### src/rtl/hog_pkg.sv
// Shared HOG pipeline definitions: window-controller FSM states and default geometry.
package hog_pkg;

    typedef enum logic [1:0] {
        S_IDLE   = 2'd0,
        S_FILL   = 2'd1,
        S_STREAM = 2'd2
    } win_state_t;

    localparam int DEF_IMG_WIDTH    = 640;
    localparam int DEF_IMG_HEIGHT   = 480;
    localparam int DEF_BLOCK_WIDTH  = 3;
    localparam int DEF_BLOCK_HEIGHT = 3;

endpackage

### src/rtl/kernel_window_ctrl_raster_counter.sv
// raster_counter: x/y raster position with enable, wrapping at end of row and frame.
module raster_counter
    import hog_pkg::*;
#(
    parameter int WIDTH  = DEF_IMG_WIDTH,
    parameter int HEIGHT = DEF_IMG_HEIGHT,
    parameter int X_W    = $clog2(WIDTH),
    parameter int Y_W    = $clog2(HEIGHT)
) (
    input  logic           clk,
    input  logic           rst,
    input  logic           en,
    output logic [X_W-1:0] x,
    output logic [Y_W-1:0] y,
    output logic           end_of_row,
    output logic           end_of_frame
);

    localparam logic [X_W-1:0] LAST_X = X_W'(WIDTH - 1);
    localparam logic [Y_W-1:0] LAST_Y = Y_W'(HEIGHT - 1);

    assign end_of_row   = (x == LAST_X);
    assign end_of_frame = end_of_row && (y == LAST_Y);

    always_ff @(posedge clk) begin
        if (rst) begin
            x <= '0;
            y <= '0;
        end else if (en) begin
            if (end_of_row) begin
                x <= '0;
                y <= (y == LAST_Y) ? '0 : y + Y_W'(1);
            end else begin
                x <= x + X_W'(1);
            end
        end
    end

endmodule

### src/rtl/kernel_window_ctrl.sv
// Sliding-window sequencing controller for the HOG kernel shift register.
// Optional window coordinates are enabled with KERNEL_WIN_COORD_EN.
module kernel_window_ctrl
    import hog_pkg::*;
#(
    parameter int IMG_WIDTH    = DEF_IMG_WIDTH,
    parameter int IMG_HEIGHT   = DEF_IMG_HEIGHT,
    parameter int BLOCK_WIDTH  = DEF_BLOCK_WIDTH,
    parameter int BLOCK_HEIGHT = DEF_BLOCK_HEIGHT,
    parameter int X_W          = $clog2(IMG_WIDTH),
    parameter int Y_W          = $clog2(IMG_HEIGHT)
) (
    input  logic           clk,
    input  logic           rst,
    input  logic           in_valid,
    output logic           in_ready,
    output logic           kern_shift,
    output logic           win_valid,
    input  logic           win_ready,
    output logic           win_last,
    output logic           frame_done,
    output logic [X_W-1:0] win_x,
    output logic [Y_W-1:0] win_y
);

    logic [X_W-1:0] x;
    logic [Y_W-1:0] y;
    logic           end_of_row;
    logic           end_of_frame;
    logic           acc;
    logic           x_ok;
    logic           y_ok;
    logic           fill_x_ok;
    logic           qual;
    win_state_t     state;

    assign in_ready   = !win_valid || win_ready;
    assign acc        = in_valid && in_ready;
    assign kern_shift = acc;

    raster_counter #(
        .WIDTH  (IMG_WIDTH),
        .HEIGHT (IMG_HEIGHT),
        .X_W    (X_W),
        .Y_W    (Y_W)
    ) u_raster (
        .clk          (clk),
        .rst          (rst),
        .en           (acc),
        .x            (x),
        .y            (y),
        .end_of_row   (end_of_row),
        .end_of_frame (end_of_frame)
    );

    // Size-1 kernels always qualify; splitting here avoids an always-true unsigned compare.
    if (BLOCK_WIDTH == 1) begin : g_x_unit
        assign x_ok      = 1'b1;
        assign fill_x_ok = 1'b1;
    end else begin : g_x_block
        localparam logic [X_W-1:0] BW_M1 = X_W'(BLOCK_WIDTH - 1);
        localparam logic [X_W-1:0] BW_M2 = X_W'(BLOCK_WIDTH - 2);
        assign x_ok      = (x >= BW_M1);
        assign fill_x_ok = (x == BW_M2);
    end

    if (BLOCK_HEIGHT == 1) begin : g_y_unit
        assign y_ok = 1'b1;
    end else begin : g_y_block
        localparam logic [Y_W-1:0] BH_M1 = Y_W'(BLOCK_HEIGHT - 1);
        assign y_ok = (y >= BH_M1);
    end

    assign qual = acc && x_ok && y_ok;

    always_ff @(posedge clk) begin
        if (rst) begin
            state <= S_IDLE;
        end else if (acc) begin
            case (state)
                S_IDLE:
                    state <= (BLOCK_WIDTH == 1 && BLOCK_HEIGHT == 1) ? S_STREAM : S_FILL;
                S_FILL:
                    if (fill_x_ok && y_ok) state <= S_STREAM;
                S_STREAM:
                    if (end_of_row) state <= end_of_frame ? S_IDLE : S_FILL;
                default:
                    state <= S_IDLE;
            endcase
        end
    end

    // A qualified beat reloads the window register even while the old window drains.
    always_ff @(posedge clk) begin
        if (rst) begin
            win_valid  <= 1'b0;
            win_last   <= 1'b0;
            frame_done <= 1'b0;
        end else begin
            frame_done <= win_valid && win_ready && win_last;
            if (qual) begin
                win_valid <= 1'b1;
                win_last  <= end_of_frame;
            end else if (win_ready) begin
                win_valid <= 1'b0;
                win_last  <= 1'b0;
            end
        end
    end

`ifdef KERNEL_WIN_COORD_EN
    if (1) begin : g_coord
        localparam logic [X_W-1:0] CX = X_W'(BLOCK_WIDTH - 1);
        localparam logic [Y_W-1:0] CY = Y_W'(BLOCK_HEIGHT - 1);

        always_ff @(posedge clk) begin
            if (rst) begin
                win_x <= '0;
                win_y <= '0;
            end else if (qual) begin
                win_x <= x - CX;
                win_y <= y - CY;
            end
        end
    end
`else
    assign win_x = '0;
    assign win_y = '0;
`endif

endmodule

### config.mk
export PLATFORM = sky130hd
export DESIGN_NAME = kernel_window_ctrl
export DESIGN_NICKNAME = d
export VERILOG_FILES = /design/src/rtl/hog_pkg.sv /design/src/rtl/kernel_window_ctrl_raster_counter.sv /design/src/rtl/kernel_window_ctrl.sv
export SDC_FILE = /design/constraint.sdc
export NUM_CORES = 1
export LEC_CHECK = 0
export ABC_AREA = 1
export CAP_MARGIN = 20
export CORE_UTILIZATION = 50
export DETAILED_ROUTE_END_ITERATION = 8
export GPL_TIMING_DRIVEN = 1
export PLACE_DENSITY = 0.77
export SLEW_MARGIN = 10
export SYNTH_ARGS = -nofsm -noshare
export SYNTH_HDL_FRONTEND = slang
export SYNTH_SLANG_ARGS = --single-unit
### constraint.sdc
create_clock -name clk -period 2.4 [get_ports clk]
set_input_delay 0.48 -clock clk [delete_from_list [all_inputs] [get_ports clk]]
set_output_delay 0.48 -clock clk [all_outputs]
set_load 0.02 [all_outputs]
Yosys cells after proc, flatten, opt, wreduce, memory -nomap -nowiden
Index checks and enable logic that the tools add are counted.
{"block": "totals", "regBits": 22, "latch_bits": 0, "mem_bits_rw": 0, "romBits": 0, "output_inout_bits": 24, "wordCells": 26, "memories": 0}
{"block": "op_classes", "n_addsub": 2, "multipliers": 0, "div": 0, "magnitude_cmp": 2, "n_eq_ne": 2, "shift": 0, "mux": 5, "n_bitwise": 0, "reduce_logical": 10}
{"op": "adder 10 x 1 -> 10 bit, second input constant", "n": 1}
{"op": "equality test 10 bit, second input constant", "n": 1}
{"op": "greater-or-equal comparator 10 x 2 -> 1 bit, second input constant", "n": 1}
{"op": "2-to-1 mux 10 bit", "n": 1}
{"op": "adder 9 x 1 -> 9 bit, second input constant", "n": 1}
{"op": "equality test 9 bit, second input constant", "n": 1}
{"op": "greater-or-equal comparator 9 x 2 -> 1 bit, second input constant", "n": 1}
{"op": "2-to-1 mux 9 bit", "n": 1}
{"op": "logical AND 1 bit", "n": 6}
{"op": "2-to-1 mux 1 bit", "n": 3}
{"op": "AND reduction 2 bit", "n": 1}
{"op": "nonzero test 2 bit", "n": 1}
{"op": "zero test 1 bit", "n": 1}
{"op": "logical OR 1 bit", "n": 1}

Longest topological paths before layout
Gate-level depths: netlist of run 1.
{"block": "logic_depth", "word_depth": 6, "depth_mapped": 11, "depth_no_buf": 10}

Cells and area by module
A second synthesis of run 1 with hierarchy kept.
{"block": "unflattened", "hier_cells": 212, "area_unflattened_um2": 1451.4}
{"mod": "raster_counter", "n_inst": 1, "cells_each": 158, "area_each_um2": 1101.1}
{"mod": "kernel_window_ctrl", "n_inst": 1, "cells_each": 54, "area_each_um2": 350.3}

Worst setup path before layout of run 1
OpenSTA, ideal clock, no wires.
{"block": "synth_path", "path_kind": "register to output", "from": "register win_valid", "to": "output kern_shift", "arrival_time_ps": 932, "t_required_ps": 1920, "slack_ps": 988, "stages_incl_launch_ff": 5, "path_cell_list": "dfxtp_1 nand2_4 nand2_8 inv_6 buf_12"}
{"block": "synth_via", "elab_chain_cells": 3}
{"item": "from (decl)", "line": "kernel_window_ctrl.sv:18", "source": "output logic win_valid,"}
{"item": "from (signal assigned)", "line": "kernel_window_ctrl.sv:96", "source": "win_valid <= 1'b0;"}
{"item": "from (signal assigned)", "line": "kernel_window_ctrl.sv:102", "source": "win_valid <= 1'b1;"}
{"item": "from (signal assigned)", "line": "kernel_window_ctrl.sv:105", "source": "win_valid <= 1'b0;"}
{"item": "zero test 1 bit", "line": "kernel_window_ctrl.sv:37", "source": "assign in_ready = !win_valid || win_ready;"}
{"item": "logical OR 1 bit", "line": "kernel_window_ctrl.sv:37"}
{"item": "net in_ready", "line": "kernel_window_ctrl.sv:16", "source": "output logic in_ready,"}
{"item": "logical AND 1 bit", "line": "kernel_window_ctrl.sv:38", "source": "assign acc = in_valid && in_ready;"}
{"item": "to (decl)", "line": "kernel_window_ctrl.sv:17", "source": "output logic kern_shift,"}
The timed path passes the listed nets, and every way through them passes these cells.

Worst setup path after layout of run 1
{"block": "layout_path", "from": "input win_ready", "to": "output kern_shift"}
{"block": "layout_via", "elab_chain_cells": 2}
{"item": "from (decl)", "line": "kernel_window_ctrl.sv:19", "source": "input logic win_ready,"}
{"item": "logical OR 1 bit", "line": "kernel_window_ctrl.sv:37"}
{"item": "logical AND 1 bit", "line": "kernel_window_ctrl.sv:38"}
Every way passes these cells.

==> results of run 1 <==
==> area by class of cell <==
type,count,area [um2],area share [%]
clock buffers,4,36.28,2.226
multi-input cells,180,905.9,55.56
well taps,31,38.79,2.379
repair buffers,11,102.6,6.293
inverters,27,106.4,6.523
flip-flops and latches,22,440.4,27.01
==> power groups by stage <==
stage,Clock [mW],Sequential [mW],Combinational [mW]
final,0.212,0.372,0.0755
after global routing,0.228,0.373,0.0825
after CTS,0.218,0.372,0.0750
after detailed placement,0,0.380,0.0748
after global placement,0,0.380,0.0747
after floorplan,0,0.379,0.0837
==> flip-flops by register name (all words and copies together) (netlist names) <==
| signal | cells |
|---|---|
| win_last | 1 |
| win_valid | 1 |
| u_raster.y | 9 |
| frame_done | 1 |
| u_raster.x | 10 |
==> worst reg2reg max path, cell delays in order (launching register included) <==
cell	delay, ns
dfxtp_1	0.43
ha_1	0.27
nand2_1	0.09
nor2_2	0.10
nand2_1	0.07
nor2_2	0.14
nand2_2	0.11
nand2_4	0.12
inv_2	0.04
nand2_1	0.07
nor2_2	0.03
==> per-layer routing <==
metal,global-route usage [%],up-vias,wire length (um)
met5,0,-,0
li1,-,703,-
met2,29.73,43,1289
met3,2.902,9,168
met4,10.20,0,88
met1,26.78,575,1289
==> cell usage in the layout, fill, tap and decap left out, types with 4 or more instances in the layout <==
cell	count
nand3_1	18
ha_1	4
inv_1	22
clkdlybuf4s50_1	8
nand2_1	54
o21ai_0	5
nor2_2	7
a21oi_1	9
nand2_2	5
nor2_1	37
dfxtp_1	22
nor3_1	4
conb_1	19
==> worst paths after layout <==
check / start / endpoint / slack (ns) / cells past startpoint
setup / recovery: win_ready / kern_shift / 0.10 / 6
hold / removal: win_last$_SDFFE_PP0P_ / frame_done$_SDFF_PP0_ / 0.48 / 2
setup reg to reg: u_raster.x[1]$_SDFFE_PP0P_ / u_raster.x[7]$_SDFFE_PP0P_ / 0.85 / 10
hold reg to reg: win_last$_SDFFE_PP0P_ / frame_done$_SDFF_PP0_ / 0.48 / 2
==> cells by family (layout without fill, tap and decap cells) <==
| family | after synthesis | after routing | synth area share [%] |
|---|---|---|---|
| AOI/OAI and AO/OA | 15 | 15 | 4.822 |
| xor gates and xnor gates | 3 | 3 | 1.688 |
| adders and majority gates | 4 | 4 | 3.216 |
| buffers and inverters | 49 | 42 | 17.85 |
| DFF | 22 | 22 | 28.30 |
| other | 1 | 19 | 0.2409 |
| and+or+nand+nor | 139 | 139 | 43.89 |
==> through the flow <==
step / util (%) / cell area (um2)
after floorplan: - / 1624
after global placement: 55.88 / 1594
after detailed placement: 55.88 / 1594
after CTS: 57.15 / 1630
after global routing: 57.15 / 1630
final: 57.15 / 1630
==> metrics.txt, run 1 <==
outcome=finished, violations left; failing checks=design-rule violations; Post-Syn Instances=233; post_cts resized=0; hold buffer count at CTS=0; Sequential Power Share=56.4%; most frequent cell after synthesis=nand2_1; Max-Cap Viols=0; cell taking the most area after synthesis=dfxtp_1; Critical Path Source Type=input port; Avg Inst Size Synth=6.680 um2; critical path cell sequence=clkdlybuf4s50_1 > inv_2 > nand2_4 > nand2_8 > inv_6 > clkdlybuf4s50_1; Commonest cells post-synth=nand2_1 (54), nor2_1 (37), dfxtp_1 (22), inv_1 (22), buf_4 (19); die area=3340 um2; ys async rst share=0%; total CTS buffers=3; sequential-to-total area share from yosys stat=28.30%; Die Y-Extent=57.80 um; Fin. Hold Viols=0; Final ANT Viol Nets=0; vias in the first global route=1,148; Worst Setup Path Type=in -> out; Final Slew Violations=0; CTS tree=done; DR DRC count=2; filler instances=285; global-route wire length before repair=4981 um; final net count=253; Routed WL=2836 um; post-DP HPWL=2190 um; detailed-route wire length per cell=10.31 um; # port buffers=8; Final period util=95.82%; GRT Overall Usage=19.49%; vias per inst=4.836; main area contributors after synthesis=dfxtp_1 (28%), nand2_1 (13%), buf_4 (9.2%), nor2_1 (8.9%), nand3_1 (5.8%); Top delay family on crit path=buffers and inverters; Setup TNS Final=0 ns; CP required=1.92 ns; placed instance count=271; Mapped Area=1556 um2; post-synthesis register bit count=22; final worst slack=0.1003 ns; HP Class=reg -> reg; Final min period=2.300 ns; clock share of power=32.2%; Finished Layout Cells=275; final global-route overflow total=0; clk_lat worst skew=0.32 ns; Logic pwr share=11.4%; CP max stage delay=0.58 ns; Slowest-stage cell, CP=clkdlybuf4s50_1; endpoint type of the worst setup path=output port; crit path DAT=1.82 ns; clock sinks=22; most frequent CP cell=clkdlybuf4s50_1; layout cell share with drive strength beyond 1=13.93%; initial core utilization=54.56%; H-tree depth=1; CTS root buffer=clkbuf_4; Max Fclk=0.4348 GHz; RSZ-0062 raised after global routing=false; DRT iter0 DRCs=59; Post-synth EDFFs=0; clk slew on worst S/H paths=0.13 ns; IO Pins=28; largest net degree at the start of global routing=13; initial antenna violation count=0; post-synth top area share=28.30%; Routability Congestion=0.8933; Fin Clk Skew=0.007924 ns; width of the die=57.80 um; drt pass-1 iters=6; number of setup violations in the final report=0; via count=1,330; Cell Int Power=0.4805 mW; leakage power=0.6955 nW; n_diodes=0; library cells used by synthesis=30; Synth Flop Type=dfxtp_1; core area=2853 um2; Place WS=0.09400 ns; Net Switching=0.1795 mW; Power Density=404.8 nW/um2; worst hold slack=0.4848 ns; Worst VDD drop=0.0003902 V; Synth warnings=0; Setup Fix Bufs, Post-CTS=0; sw frac=27.19%; Max Root-Sink Buffers=2; row count=19; sum of buffers and inverters on the critical path=4; crit-path max FO=4; Power Total=0.6600 mW; synthesis-to-finish area growth=4.743%
No activity file was read; power rests on OpenSTA's default activity.
==> run 2, diff against run 1 <==
Settings changed: GPL_TIMING_DRIVEN 1 to 0.
==> run 2 against run 1 <==
The run still ends with design-rule violations left. Global-route usage down 0.63 points. Clock skew down 0.0030 ns. Total power up 2.5%. Worst setup slack better by 0.068 ns. Flip-flop and latch count did not move. Via count up 4.1%. Sequential share of layout area decreased by 2.1 points. Critical endpoint unchanged. Largest cell class unchanged.
==> metrics.txt, run 2 (same netlist as run 1, synthesis figures left out) <==
final worst slack=0.1680 ns (+0.06769 ns); Worst Hold Depth=2 (unchanged); Largest register FFs=10 (unchanged); die area=3340 um2 (unchanged); n_diodes=0 (unchanged); commonest non-fill, non-tap cell in the layout=nand2_1; via count=1,384 (+4.1%); Slowest-stage cell, CP=clkdlybuf4s50_1; global-route wire length before repair=4919 um (-1.2%); Setup TNS Final=0 ns (unchanged); # port buffers=7 (-1); HP Class=reg -> reg; Max Root-Sink Buffers=2 (unchanged); RSZ-0062 raised after global routing=false; final global-route overflow total=0 (unchanged); IO Pins=28 (unchanged); Worst VDD drop=0.0002496 V (-36%); outcome=finished, violations left; Power Density=382.6 nW/um2 (-5.5%); Cell Int Power=0.4993 mW (+3.9%); Top delay family on crit path=buffers and inverters; CP max stage delay=0.49 ns (-0.09 ns); most used cells in the layout excluding fill and tap cells=nand2_1 (54), nor2_1 (37), inv_1 (22), dfxtp_1 (22); Finished Layout Cells=293 (+6.5%); hold buffer count at CTS=0 (unchanged); total CTS buffers=3 (unchanged); number of setup violations in the final report=0 (unchanged); largest net degree at the start of global routing=13 (unchanged); width of the die=57.80 um (unchanged); Logic pwr share=14.5% (+3.1 points); Max Fclk=0.4480 GHz (+3.0%); clk_lat worst skew=0.31 ns (about the same); crit-path max FO=10 (+6); leakage power=0.7984 nW (+15%); WP depth=7 (+1); Final min period=2.232 ns (-0.06769 ns); Net Switching=0.1772 mW (-1.3%); layout cell share with drive strength beyond 1=19.85% (+5.9 points); Most flops, register=u_raster.x; synthesis-to-finish area growth=13.59%; Place WS=-0.1071 ns (-0.2011 ns); endpoint type of the worst setup path=output port; CTS root buffer=clkbuf_4; Final Slew Violations=0 (unchanged); Sequential Power Share=55.0% (-1.4 points); Die Y-Extent=57.80 um (unchanged); Top Registers=u_raster.x (10), u_raster.y (9); sum of buffers and inverters on the critical path=5 (+1); H-tree depth=1 (unchanged); initial antenna violation count=0 (unchanged); Setup Fix Bufs, Post-CTS=0 (unchanged); placed instance count=289 (+6.6%); sw frac=26.19% (-1.0 points); CTS tree=done; failing checks=design-rule violations; core area=2853 um2 (unchanged); Final ANT Viol Nets=0 (unchanged); Worst Setup Path Type=in -> out; drt pass-1 iters=6 (unchanged); crit path DAT=1.75 ns (-0.07 ns); cell depth of the worst flop-to-flop path=10 (unchanged); clock sinks=22 (unchanged); initial core utilization=54.56% (unchanged); detailed-route wire length per cell=10.09 um (-2.2%); Power Total=0.6765 mW (+2.5%); row count=19 (unchanged); clk slew on worst S/H paths=0.12 ns (about the same); post-DP HPWL=2268 um (+3.6%); final net count=271 (+7.1%); DR DRC count=2 (unchanged); Critical Path Source Type=input port; vias in the first global route=1,184 (+3.1%); Routed WL=2956 um (+4.2%); Routability Congestion=0.8356 (-6.5%); critical path cell sequence=clkdlybuf4s50_1 > inv_2 > nand2_4 > nand2_8 > inv_6 > buf_12 > dlygate4sd2_1; vias per inst=4.724 (-2.3%); DRT iter0 DRCs=34 (-42%); Fin Clk Skew=0.004968 ns (-0.002956 ns); Max-Cap Viols=0 (unchanged); Final period util=93.00% (-2.8 points); GRT Overall Usage=18.86% (-0.63 points); CP required=1.92 ns (about the same); clock share of power=30.6% (-1.6 points); Fin. Hold Viols=0 (unchanged)
## run 2: cell count changes in the layout (fill, tap and decap cells not counted)
cell,before,now
buf_12,0,1
buf_2,0,1
buf_4,3,19
clkbuf_1,0,1
clkdlybuf4s50_1,8,6
dlygate4sd2_1,0,1
## run 2: area by class of cell
class / instances / area, um2
well taps: 31 / 38.79
inverters: 27 / 106.4
clock buffers: 4 / 36.28
fillers: 289 / 1085
multi-input cells: 180 / 905.9
repair buffers: 7 / 68.82
plain buffers: 22 / 171.4
flip-flops and latches: 22 / 440.4
## run 2: worst min-delay path, stage by stage (launching register included)
cell,delay [ns]
dfxtp_1,0.35
nand3_1,0.07
nor2_1,0.04
## run 2: power by group through the flow
stage               Combinational [mW]  Sequential (mW)  Clock, mW
finish                          0.0978            0.372      0.207
global route                     0.106            0.373      0.231
CTS                             0.0972            0.372      0.215
detailed placement              0.0978            0.380          0
global placement                0.0972            0.380          0
floorplan                       0.0837            0.379          0
## run 2: what timing repair did
action | CTS | global route
setup endpoints to repair | 1 | 0
hold endpoints to repair | 0 | 0
gates resized for setup | 1 | 0
## run 2: layer usage
layer / track usage, % / share of wire, % / vias up
met5: 0 / 0 / -
met4: 7.483 / 1.6 / 0
met3: 2.232 / 4.9 / 5
met2: 32.89 / 48 / 39
met1: 23.78 / 46 / 602
li1: - / - / 738
## run 2: path summary, 6_finish.rpt
| check | from | to | slack [ns] |
|---|---|---|---|
| worst max-delay path | win_ready | kern_shift | 0.17 |
| worst min-delay path | win_last$_SDFFE_PP0P_ | frame_done$_SDFF_PP0_ | 0.48 |
| worst max register to register | u_raster.x[1]$_SDFFE_PP0P_ | u_raster.x[7]$_SDFFE_PP0P_ | 0.85 |
| worst min register to register | win_last$_SDFFE_PP0P_ | frame_done$_SDFF_PP0_ | 0.48 |
## run 2: metrics by stage
| step | utilization [%] | cell area, um2 | hold WS [ns] |
|---|---|---|---|
| floorplan | - | 1624 | 0.4655 |
| global placement | 60.75 | 1733 | 0.4590 |
| detailed placement | 60.75 | 1733 | 0.4569 |
| CTS | 61.97 | 1768 | 0.4845 |
| global route | 61.97 | 1768 | 0.5027 |
| finish | 61.97 | 1768 | 0.4825 |
==> run 3, diff against run 2 <==
Settings changed: DONT_BUFFER_PORTS set to 1, PLACE_DENSITY 0.77 to not set.
==> run 3 against run 2 <==
The flow still finishes with violations (design-rule violations). Cell count fell by 2.4%. Critical path depth fell by 3. Clock power fell by 2%. Largest power group unchanged. Sequential power barely moved.
==> metrics.txt, run 3 (same netlist as run 1, synthesis figures left out) <==
Most flops, register=u_raster.x; row count=19 (unchanged); vias in the first global route=1,135 (-4.1%); width of the die=57.80 um (unchanged); Largest register FFs=10 (unchanged); leakage power=0.7707 nW (-3.5%); detailed-route wire length per cell=9.773 um (-3.1%); final global-route overflow total=0 (unchanged); Routed WL=2795 um (-5.4%); total CTS buffers=3 (unchanged); Max Root-Sink Buffers=2 (unchanged); CTS tree=done; DR DRC count=2 (unchanged); CP required=1.92 ns (about the same); Critical Path Source Type=flop; clk_lat worst skew=0.30 ns (about the same); layout cell share with drive strength beyond 1=20.39% (+0.54 points); endpoint type of the worst setup path=output port; Worst VDD drop=0.0002552 V (+2.2%); final net count=264 (-2.6%); Final min period=1.810 ns (-0.4225 ns); largest net degree at the start of global routing=13 (unchanged); crit-path max FO=10 (unchanged); via count=1,328 (-4.0%); crit path DAT=1.33 ns (-0.42 ns); synthesis-to-finish area growth=9.164%; Fin Clk Skew=0.006394 ns (+0.001425 ns); Top Registers=u_raster.x (10), u_raster.y (9); outcome=finished, violations left; Power Density=391.9 nW/um2 (+2.4%); critical path cell sequence=nand2_4 > nand2_8 > inv_6 > buf_12; initial antenna violation count=0 (unchanged); vias per inst=4.643 (-1.7%); core area=2853 um2 (unchanged); commonest non-fill, non-tap cell in the layout=nand2_1; hold buffer count at CTS=0 (unchanged); Max-Cap Viols=0 (unchanged); Routability Congestion=0.8653 (+3.6%); number of setup violations in the final report=0 (unchanged); Setup TNS Final=0 ns (unchanged); die area=3340 um2 (unchanged); Final ANT Viol Nets=0 (unchanged); Worst Setup Path Type=reg -> out; n_diodes=0 (unchanged); failing checks=design-rule violations; GRT Overall Usage=18.75% (-0.11 points); post_cts resized=0 (-1); RSZ-0062 raised after global routing=false; Final Slew Violations=0 (unchanged); clock sinks=22 (unchanged); clk slew on worst S/H paths=0.11 ns (about the same); CTS root buffer=clkbuf_4; Slowest-stage cell, CP=dfxtp_1; Setup Fix Bufs, Post-CTS=0 (unchanged); global-route wire length before repair=4843 um (-1.5%); post-DP HPWL=2268 um (about the same); Max Fclk=0.5526 GHz (+23%); HP Class=in -> reg; initial core utilization=54.56% (unchanged); H-tree depth=1 (unchanged); DRT iter0 DRCs=48 (+41%); drt pass-1 iters=6 (unchanged); IO Pins=28 (unchanged); CP max stage delay=0.53 ns (+0.04 ns); # port buffers=0 (-7); Core Util, Final=59.56% (-2.4 points); Power Total=0.6659 mW (-1.6%); Die Y-Extent=57.80 um (unchanged); most used cells in the layout excluding fill and tap cells=nand2_1 (54), nor2_1 (37), inv_1 (22), dfxtp_1 (22); Fin. Hold Viols=0 (unchanged); Final period util=75.40% (-18 points)
run 3: cell types whose count changed in the layout (fill, tap and decap cells not counted), sizes merged:
| cell | previous run | this run |
|---|---|---|
| clkdlybuf4s50 | 6 | 0 |
| dlygate4sd2 | 1 | 0 |
run 3: final cells by class:
type | instances | area, um2
plain buffers | 22 | 171.4
clock buffers | 4 | 36.28
fillers | 294 | 1154
inverters | 27 | 106.4
multi-input cells | 180 | 905.9
flip-flops and latches | 22 | 440.4
well taps | 31 | 38.79
run 3: report_power, final:
group	switching [mW]	total, mW	internal, mW
combinational	0.0571	0.0921	0.0350
clock	0.109	0.202	0.0925
sequential	0.00365	0.372	0.368
run 3: metal layers:
layer	GRT usage, %	vias up	part of all wire, %	routed length, um
met1	25.80	555	50	1395
met4	4.082	0	0.68	19
met3	4.464	2	6.6	184
met2	30.07	42	43	1195
met5	0	-	0	0
li1	-	729	-	-
run 3: final timing paths:
| kind | from | endpoint | slack (ns) | cells past startpoint |
|---|---|---|---|---|
| max reg2reg | u_raster.x[1]$_SDFFE_PP0P_ | u_raster.x[7]$_SDFFE_PP0P_ | 0.87 | 10 |
| max | win_valid$_SDFFE_PP0P_ | kern_shift | 0.59 | 4 |
| min reg2reg | u_raster.x[0]$_SDFFE_PP0P_ | u_raster.x[0]$_SDFFE_PP0P_ | 0.50 | 2 |
| min | win_ready | frame_done$_SDFF_PP0_ | 0.31 | 2 |
run 3: worst max-delay path: cells and delay by family (launching register included):
family	cells	cell delay, ns
buffers and inverters	2	0.18
DFF	1	0.53
and+or+nand+nor	2	0.31
run 3: per-stage QoR:
stage | cells | setup slack [ns] | area [um2] | hold WS, ns
after floorplan | 251 | 0.9877 | 1624 | 0.4655
after global placement | 282 | 0.8535 | 1663 | 0.4871
after detailed placement | 282 | 0.8647 | 1663 | 0.4896
after CTS | 286 | 0.5659 | 1699 | 0.2960
after global routing | 286 | 0.5024 | 1699 | 0.3064
final | 286 | 0.5904 | 1699 | 0.3064
